==> src/rtl/char_stream_arbiter.sv <==
// Round-robin arbiter sharing one registered N-bit character output between
// two valid/ready producers; the grant also drives the internal 2:1 data mux.
module char_stream_arbiter #(
  parameter int N = 8
) (
  input  logic         clk,
  input  logic         reset,
  input  logic         in0_valid,
  input  logic [N-1:0] in0_data,
  output logic         in0_ready,
  input  logic         in1_valid,
  input  logic [N-1:0] in1_data,
  output logic         in1_ready,
  output logic         out_valid,
  output logic [N-1:0] out_data,
  output logic         out_src,
  input  logic         out_ready
);

  typedef enum logic {
    EMPTY = 1'b0,
    FULL  = 1'b1
  } state_t;

  state_t       state_p1;
  state_t       state_d;
  logic [N-1:0] data_p1;
  logic         src_p1;
  logic         last_p1;

  logic         load;
  logic         any_valid;
  logic         pick;
  logic         grant;
  logic [N-1:0] mux_data;

  // Ties go to the channel that did not win most recently.
  function automatic logic pick_channel(input logic v0, input logic v1,
                                        input logic last);
    if (v0 && v1) begin
      return ~last;
    end
    return v1;
  endfunction

  // Stage p0: arbitration and data select (combinational, data-independent readies)
  always_comb begin
    state_d   = state_p1;
    load      = 1'b0;
    any_valid = in0_valid | in1_valid;
    pick      = pick_channel(in0_valid, in1_valid, last_p1);
    grant     = 1'b0;
    in0_ready = 1'b0;
    in1_ready = 1'b0;
    mux_data  = in0_data;

    load  = (state_p1 == EMPTY) || out_ready;
    grant = load && any_valid && !reset;

    in0_ready = grant && !pick;
    in1_ready = grant && pick;
    mux_data  = pick ? in1_data : in0_data;

    if (load) begin
      state_d = any_valid ? FULL : EMPTY;
    end
  end

  // Stage p1: one-entry output register
  always_ff @(posedge clk or posedge reset) begin
    if (reset) begin
      state_p1 <= EMPTY;
      data_p1  <= '0;
      src_p1   <= 1'b0;
      last_p1  <= 1'b1;
    end else begin
      state_p1 <= state_d;
      if (grant) begin
        data_p1 <= mux_data;
        src_p1  <= pick;
        last_p1 <= pick;
      end
    end
  end

  assign out_valid = (state_p1 == FULL);
  assign out_data  = data_p1;
  assign out_src   = src_p1;

endmodule
==> config.mk <==
export PLATFORM = sky130hd
export DESIGN_NAME = char_stream_arbiter
export DESIGN_NICKNAME = d
export VERILOG_FILES = /design/src/rtl/char_stream_arbiter.sv
export SDC_FILE = /design/constraint.sdc
export NUM_CORES = 1
export LEC_CHECK = 0
export CORE_MARGIN = 2
export CORE_UTILIZATION = 39
export DETAILED_ROUTE_END_ITERATION = 10
export GPL_ROUTABILITY_DRIVEN = 0
export PLACE_DENSITY_LB_ADDON = 0.15
export REMOVE_ABC_BUFFERS = 1
export SYNTH_ARGS = -nofsm -noshare
export SYNTH_HDL_FRONTEND = slang
export SYNTH_SLANG_ARGS = --single-unit
==> constraint.sdc <==
create_clock -name clk -period 2.1 [get_ports clk]
set_input_delay 0.42 -clock clk [delete_from_list [all_inputs] [get_ports clk]]
set_output_delay 0.42 -clock clk [all_outputs]
set_load 0.01 [all_outputs]
==> reports/results.txt, run 1 <==
The overall power after layout was 0.648 mW. Start-to-end type of the worst setup path: in2out. By instance count, the leading cell after synthesis is dfrtp_1. The logs give 42.9% for the initial standard-cell utilization of the core and 1.68 ns for the required arrival time at the worst endpoint. STA classifies the critical path endpoint as an output port.

Number of antenna violations at the first check in global routing: 0. Ranked by total cell area, the synthesized netlist is headed by dfrtp_1, a221o_1, nor4_1. The final wirelength was 1450 um. After synthesis, flip-flops and latches occupy 48.4% of the total area.

The synthesized netlist devotes 21.4% of its cell area to compound gates. The tools report the reported max-cap violation count as 0. The mean cell area of the mapped netlist came out at 11.0 um2. The maximum ir drop on the vdd rail was 0.000346 V. The count of nets left with antenna violations once routing finished came out at 0.

The power density over the cells was 684 nW/um2. The logs give 52 for the synthesized instance count and 1330 um2 for the area of the core region. Worst hold path startpoint: out_src. The final worst hold slack is 0.487 ns. Entering global routing, the biggest net connects 12 pins.

The post-synthesis mux area share was 0%. After the first detailed-routing iteration, the DRC count stood at 16. The met2 usage in global routing is 30.8%, and the source-to-sink clock delay at the later pin of the worst-skew pair is 0.27 ns. The net count of the finished layout is 111.

Setup violations remaining at the end of the flow were counted as 0. Between clock sinks in the finished design, the worst skew comes to 0.00590 ns. The unique cell type count in the Yosys netlist was 20. The tools report the startpoint type of the worst setup path as an input port. The worst reg-to-reg path cell count is 4, and the total track usage is 18.1%.

Most used flip-flop cell after synthesis: dfrtp_1. By area, the combinational part of the netlist is dominated by simple AND/OR/NAND/NOR gates. The tightest slew margin relative to the limit is 71.4%. The first global-routing pass estimated 2410 um of wire. dfrtp_1 takes more of the synthesized area than any other cell. The number of antenna diodes in the final layout is 0. Global routing finished with a remaining overflow of 0.

In the final routed layout, each cell accounts on average for 14.0 um. The share of the cycle needed by the critical path after routing works out to 96.5%. TritonCTS built the clock tree. Of all nets on the critical path, the largest fanout is 4.

The wire-length estimate of the detail-placed layout is 1130 um. The tools report the worst setup path startpoint as in0_valid. The terminus of the critical flop-to-flop path was out_data[2]. For the worst setup path, the data arrival time is 1.61 ns. The die is 42.3 um wide.

The die is 42.3 um tall. Input and output buffers added on the ports amount to 32. Together, buffers and inverters on the worst path number 2.

The flip-flop and latch count after synthesis works out to 11. The H-tree depth was 1. Setup repair after global routing left no endpoint under its margin. After Yosys synthesis, and, or, nand and nor cells account for 21.9% of the synthesized area. The minimum period implied by the final worst setup slack was 2.03 ns. The first detailed-routing pass took 3 iterations.

Post-CTS repair changed the size of 2 cells. The analysis attributes to cell leakage a power of 0.410 nW. For the post-detailed-route DRC marker count, the log shows 0. The tools report the number of warnings printed during yosys synthesis as 0.

Summing the areas of all fa, ha and maj instances in the mapped netlist gives 0% of the synthesized area. After Yosys synthesis, XOR and XNOR cells account for 0% of the synthesized area. The path with the worst hold slack has its endpoint at out_src. From synthesis to final layout, the design area changed by 65.6%. Hold repair after CTS inserted 0 buffers.

The post-CTS repair timing setup buffer count is 0. The detail-routed via count per cell works out to 5.34. In this design, the largest share of critical-path delay is due to buffers and inverters.

The commonest cells after synthesis are dfrtp_1, a221o_1, nand2_1, nor4_1. The worst register-to-register path begins at out_valid. The run gives 11 as the number of clock sinks. Clock-pin slew was measured on the worst setup and hold paths at 0.08 ns.

The floorplan has 13 rows. The run gives 0 as the count of final hold-check violations. Summing over every cut layer, the via total after detailed routing is 555.

Pin placement for this block handled 33 I/O pins. Post-synthesis instance area: 572 um2. After detailed placement, the total cell area comes to 923 um2.

Traced cell by cell, the critical path runs through clkdlybuf4s50_1 -> a2111oi_4 -> dlygate4sd2_1. For met1 alone, demand over resource in global routing was 21.1%. The largest individual stage delay along the critical path comes from the cell clkdlybuf4s50_1.

The run gives 2 as the maximum buffer depth of the clock tree. The fill cell instance count of the final layout was 109; the actual transition at the worst max-transition pin was 0.429 ns. The global routing stage identified its most utilized layer as met2. The worst hold path stage count was 1; the full die area was 1790 um2. Summed over all failing endpoints, the final setup total negative slack is 0 ns. In this run the worst hold path is classified as reg2reg. The area fraction of the dominant cell type after synthesis is 43.8%.

The fraction of synthesis flops using an asynchronous set or reset pin works out to 100%. The logs give 5.17% for the met3 demand-to-capacity share in global routing and 554 for the via count of the first global-routing pass. The flow ran to the end, and the final reports show no timing, DRC or antenna violations. For this run, the top clock speed supported by timing is 494 MHz. Number of buffers created by CTS: 3. For the register-to-register setup slack, the log shows 0.38 ns. The max-slew violation count came out at 0.

Cells with a size suffix above 1 make up 14.6% of the layout. Yosys mapped a number of flops with a built-in enable equal to 0. The root buffer selected by CTS is clkbuf_4.

On the worst path, the slowest cell contributes a delay of 0.49 ns. The post-route cell area came out at 947 um2.
==> worst reg2reg max path, cell delays in order, from the launching register on <==
cell	delay [ns]
dfrtp_1	0.38
nor2b_4	0.14
buf_4	0.16
or3_1	0.51
a221o_1	0.41
==> final cells by class <==
type / count / area [um2] / share of cell area (%)
Inverter: 2 / 7.51 / 0.793
Sequential cell: 11 / 277 / 29.2
Multi-Input combinational cell: 33 / 248 / 26.2
Tap cell: 15 / 18.8 / 1.98
Timing Repair Buffer: 39 / 370 / 39.1
Clock buffer: 4 / 26.3 / 2.77
==> cells by family after synthesis <==
| group | after synthesis |
|---|---|
| compound gates | 11 |
| buf+inv | 8 |
| flops | 11 |
| simple gates | 22 |
==> state kept, by name, summed over array words and instances (netlist names) <==
signal,count
out_valid,1
last_p1,1
out_src,1
out_data,8
==> per-layer routing <==
layer | up-vias | part of all wire [%]
met3 | 0 | 4.8
met2 | 19 | 52
met1 | 264 | 43
li1 | 272 | -
met4 | 0 | 0
met5 | - | 0
==> power by group <==
group | leakage, nW | internal, mW | switching (mW) | total, mW
clock network | 0.0150 | 0.0735 | 0.0745 | 0.148
registers | 0.132 | 0.253 | 0.0231 | 0.276
logic | 0.263 | 0.142 | 0.0819 | 0.224
==> how the worst max path moves through the flow <==
stage	endpoint	slack, ns	depth (start not counted)
after floorplan	in1_ready	0.56	2
after detailed placement	in1_ready	-0.21	3
after CTS	in1_ready	0.07	3
final	in1_ready	0.07	3
after global placement	in1_ready	-0.20	3
after global routing	in1_ready	0.02	3
==> layout by cell type, fill, tap and decap left out, drive strengths merged <==
cell type,count
nand2,8
nand2b,1
buf,7
nor4,8
clkdlybuf4s50,30
a221o,8
a2111oi,1
dfrtp,10
nor4b,1
or3,1
inv,2
dlygate4sd2,2
clkbuf,4
a21o,2
dfstp,1
nor2,1
nor2b,2
==> stage by stage <==
stage          util [%]  setup slack (ns)  cells
2_1_floorplan         -             0.565     46
3_3_place_gp       69.2            -0.197    100
3_5_place_dp       69.2            -0.212    100
4_1_cts            71.0            0.0692    104
5_1_grt            71.0            0.0241    104
6_report           71.0            0.0741    104
Power figures use the tool's default switching activity.
==> inputs of run 2 (changes only) <==
--- a/config.mk
+++ b/config.mk
@@ -10,6 +10,7 @@
 export DETAILED_ROUTE_END_ITERATION = 10
 export GPL_ROUTABILITY_DRIVEN = 0
 export PLACE_DENSITY_LB_ADDON = 0.15
+export RECOVER_POWER = 100
 export REMOVE_ABC_BUFFERS = 1
 export SYNTH_ARGS = -nofsm -noshare
 export SYNTH_HDL_FRONTEND = slang
==> reports/results.txt, run 2 (same netlist as run 1, synthesis figures left out) <==
The tools report the maximum number of pins on one net before global-route repair as 12 (unchanged). The logs give 0.000339 V (-2.0%) for the maximum ir drop on the vdd rail and 0 (unchanged) for the count of final hold-check violations. For the highest attainable clock frequency, the log shows 492 MHz (-0.35%).

The count of nets left with antenna violations after detail routing was 0 (unchanged). The cell area after placement is 923 um2 (unchanged). The startpoint type of the worst setup path is an input port. The chip height came out at 42.3 um (unchanged). The overflow left after global routing was 0 (unchanged). The number of rows created at floorplan came out at 13 (unchanged). The run gives 3 (unchanged) as the number of buffers created by CTS. The tools report the full die area as 1790 um2 (unchanged).

The area of the core region is 1330 um2 (unchanged). The arrival time of data at the critical path endpoint is 1.61 ns (about the same), and the number of port buffers is 32 (unchanged). The run gives 0.482 ns (-0.00568 ns) as the final worst hold slack. The H-tree depth was 1 (unchanged). The total track usage was 18.1% (unchanged). Leaving out fill and tap cells, the most frequent cell in the layout is clkdlybuf4s50_1. The tools report the routed via count as 556 (+0.18%).

The number of antenna violations at the first check in global routing was 0 (unchanged); the final wirelength was 1460 um (+0.69%). The antenna cell count was 0 (unchanged); the clock-pin transition on the worst setup and hold timing paths was 0.08 ns (about the same). The post-route cell area came out at 943 um2 (-0.40%). The total iterations of the first detailed-routing run was 4 (+1). For the maximum buffer depth of the clock tree, the log shows 2 (unchanged). The via count of the first global-routing pass came out at 554 (unchanged). The reported max-cap violation count is 0 (unchanged), and the count of routing violations after the opening detailed-route iteration is 11 (-5). The first-pass GRT wire length was 2410 um (unchanged); the average detailed-routed wire length per instance was 14.1 um (+0.69%).

The path class of the lowest-slack min-delay path is reg2reg. The logs give 33 (unchanged) for the I/O pin count and 0 (unchanged) for the number of setup violations in the final report. In the layout the commonest cells are clkdlybuf4s50_1, dfrtp_1, dlygate4sd3_1.

The run gives 0.415 nW (+1.4%) as the leakage power. Largest fanout of any net on the critical path: 4 (unchanged). The cts-stage hold buffer count was 0 (unchanged); the layout overhead on the synthesized area was 65.0%.

The share of the cycle needed by the critical path after routing is 96.8% (+0.34 points). CTS placed an instance of clkbuf_4 at the clock tree root. The number of clock sinks is 11 (unchanged), and the power density over the cells is 671 nW/um2 (-2.0%).

The flow ran to the end, and the final reports show no timing, DRC or antenna violations. The source-to-sink clock delay at the later pin of the worst-skew pair is 0.27 ns (about the same), and the tightest slew margin relative to the limit is 71.3% (about the same). The number of flip-flops under the largest register name came out at 8 (unchanged). The die width is 42.3 um (unchanged), and the post-CTS repair timing setup buffer count is 0 (unchanged). The initial standard-cell utilization of the core was 42.9% (unchanged); the minimum period implied by the final worst setup slack was 2.03 ns (+0.00717 ns). Setup repair after global routing left no endpoint under its margin. The worst setup path is of the in2out kind.

Max-slew violation count: 0 (unchanged). The detail-routed via count per cell was 5.35 (+0.18%). The run gives 70.7% (-0.28 points) as the final core area utilization. The run gives 0.00579 ns (-0.000114 ns) as the setup skew after layout. The logs give 111 (unchanged) for the number of nets in the finished design and 2 (unchanged) for the number of resized instances in the post-cts repair step. TritonCTS built the clock tree. The proportion of layout cells with a drive suffix above 1 came out at 13.5% (-1.1 points). Required arrival time at the worst endpoint: 1.68 ns (about the same).

The tools report the nature of the critical path endpoint as an output port. Actual transition at the worst max-transition pin: 0.429 ns (+0.000833 ns). The post-detailed-route DRC marker count came out at 0 (unchanged). The half-perimeter wire length after detailed placement came out at 1130 um (unchanged).
==> run 2: layout make-up <==
| cell class | count | area [um2] |
|---|---|---|
| timing repair buffer | 39 | 367 |
| fill | 111 | 390 |
| multi-input combinational | 33 | 248 |
| inverter | 2 | 7.51 |
| sequential | 11 | 277 |
| tap | 15 | 18.8 |
| clock buffer | 4 | 26.3 |
==> run 2: worst max-delay path, stage by stage <==
cell and delay, ns:
clkdlybuf4s50_1 0.50, a2111oi_4 0.39, dlygate4sd2_1 0.31
==> run 2: worst paths after layout <==
| path | from | end | slack, ns | cells after the start |
|---|---|---|---|---|
| setup / recovery | in0_valid | in1_ready | 0.07 | 3 |
| hold / removal | out_src | out_src | 0.48 | 1 |
| setup reg to reg | out_valid | out_data[2] | 0.39 | 4 |
| hold reg to reg | out_src | out_src | 0.48 | 1 |
| max in group asynchronous | reset | last_p1 | 0.93 | 3 |
| min in group asynchronous | reset | out_valid | 0.83 | 3 |
==> run 2: metal layers <==
layer / routed length [um] / share of wire [%] / vias up / GRT usage (%)
met5: 0 / 0 / - / 0
met4: 0 / 0 / 0 / 7.50
met3: 70 / 4.8 / 0 / 5.17
met2: 749 / 51 / 19 / 30.8
met1: 642 / 44 / 263 / 21.1
li1: - / - / 274 / -
==> run 2: stage by stage <==
step / total power, mW / setup slack [ns] / std cells / TNS (ns)
6_report: 0.633 / 0.0669 / 104 / 0
5_1_grt: 0.667 / 0.0241 / 104 / 0
4_1_cts: 0.656 / 0.0692 / 104 / 0
3_5_place_dp: 0.508 / -0.212 / 100 / -1.23
3_3_place_gp: 0.502 / -0.197 / 100 / -0.958
2_1_floorplan: 0.362 / 0.565 / 46 / 0
==> run 2: power by group <==
group | total, mW | switching, mW | internal, mW
Combinational | 0.210 | 0.0819 | 0.128
Sequential | 0.275 | 0.0216 | 0.253
Clock | 0.148 | 0.0747 | 0.0735
==> inputs of run 3 (changes only) <==
--- a/config.mk
+++ b/config.mk
@@ -5,6 +5,7 @@
 export SDC_FILE = /design/constraint.sdc
 export NUM_CORES = 1
 export LEC_CHECK = 0
+export CAP_MARGIN = 0
 export CORE_MARGIN = 2
 export CORE_UTILIZATION = 39
 export DETAILED_ROUTE_END_ITERATION = 10
==> results of run 3 <==
Same layout as run 2: the final DEF is identical, and so are final timing and power.
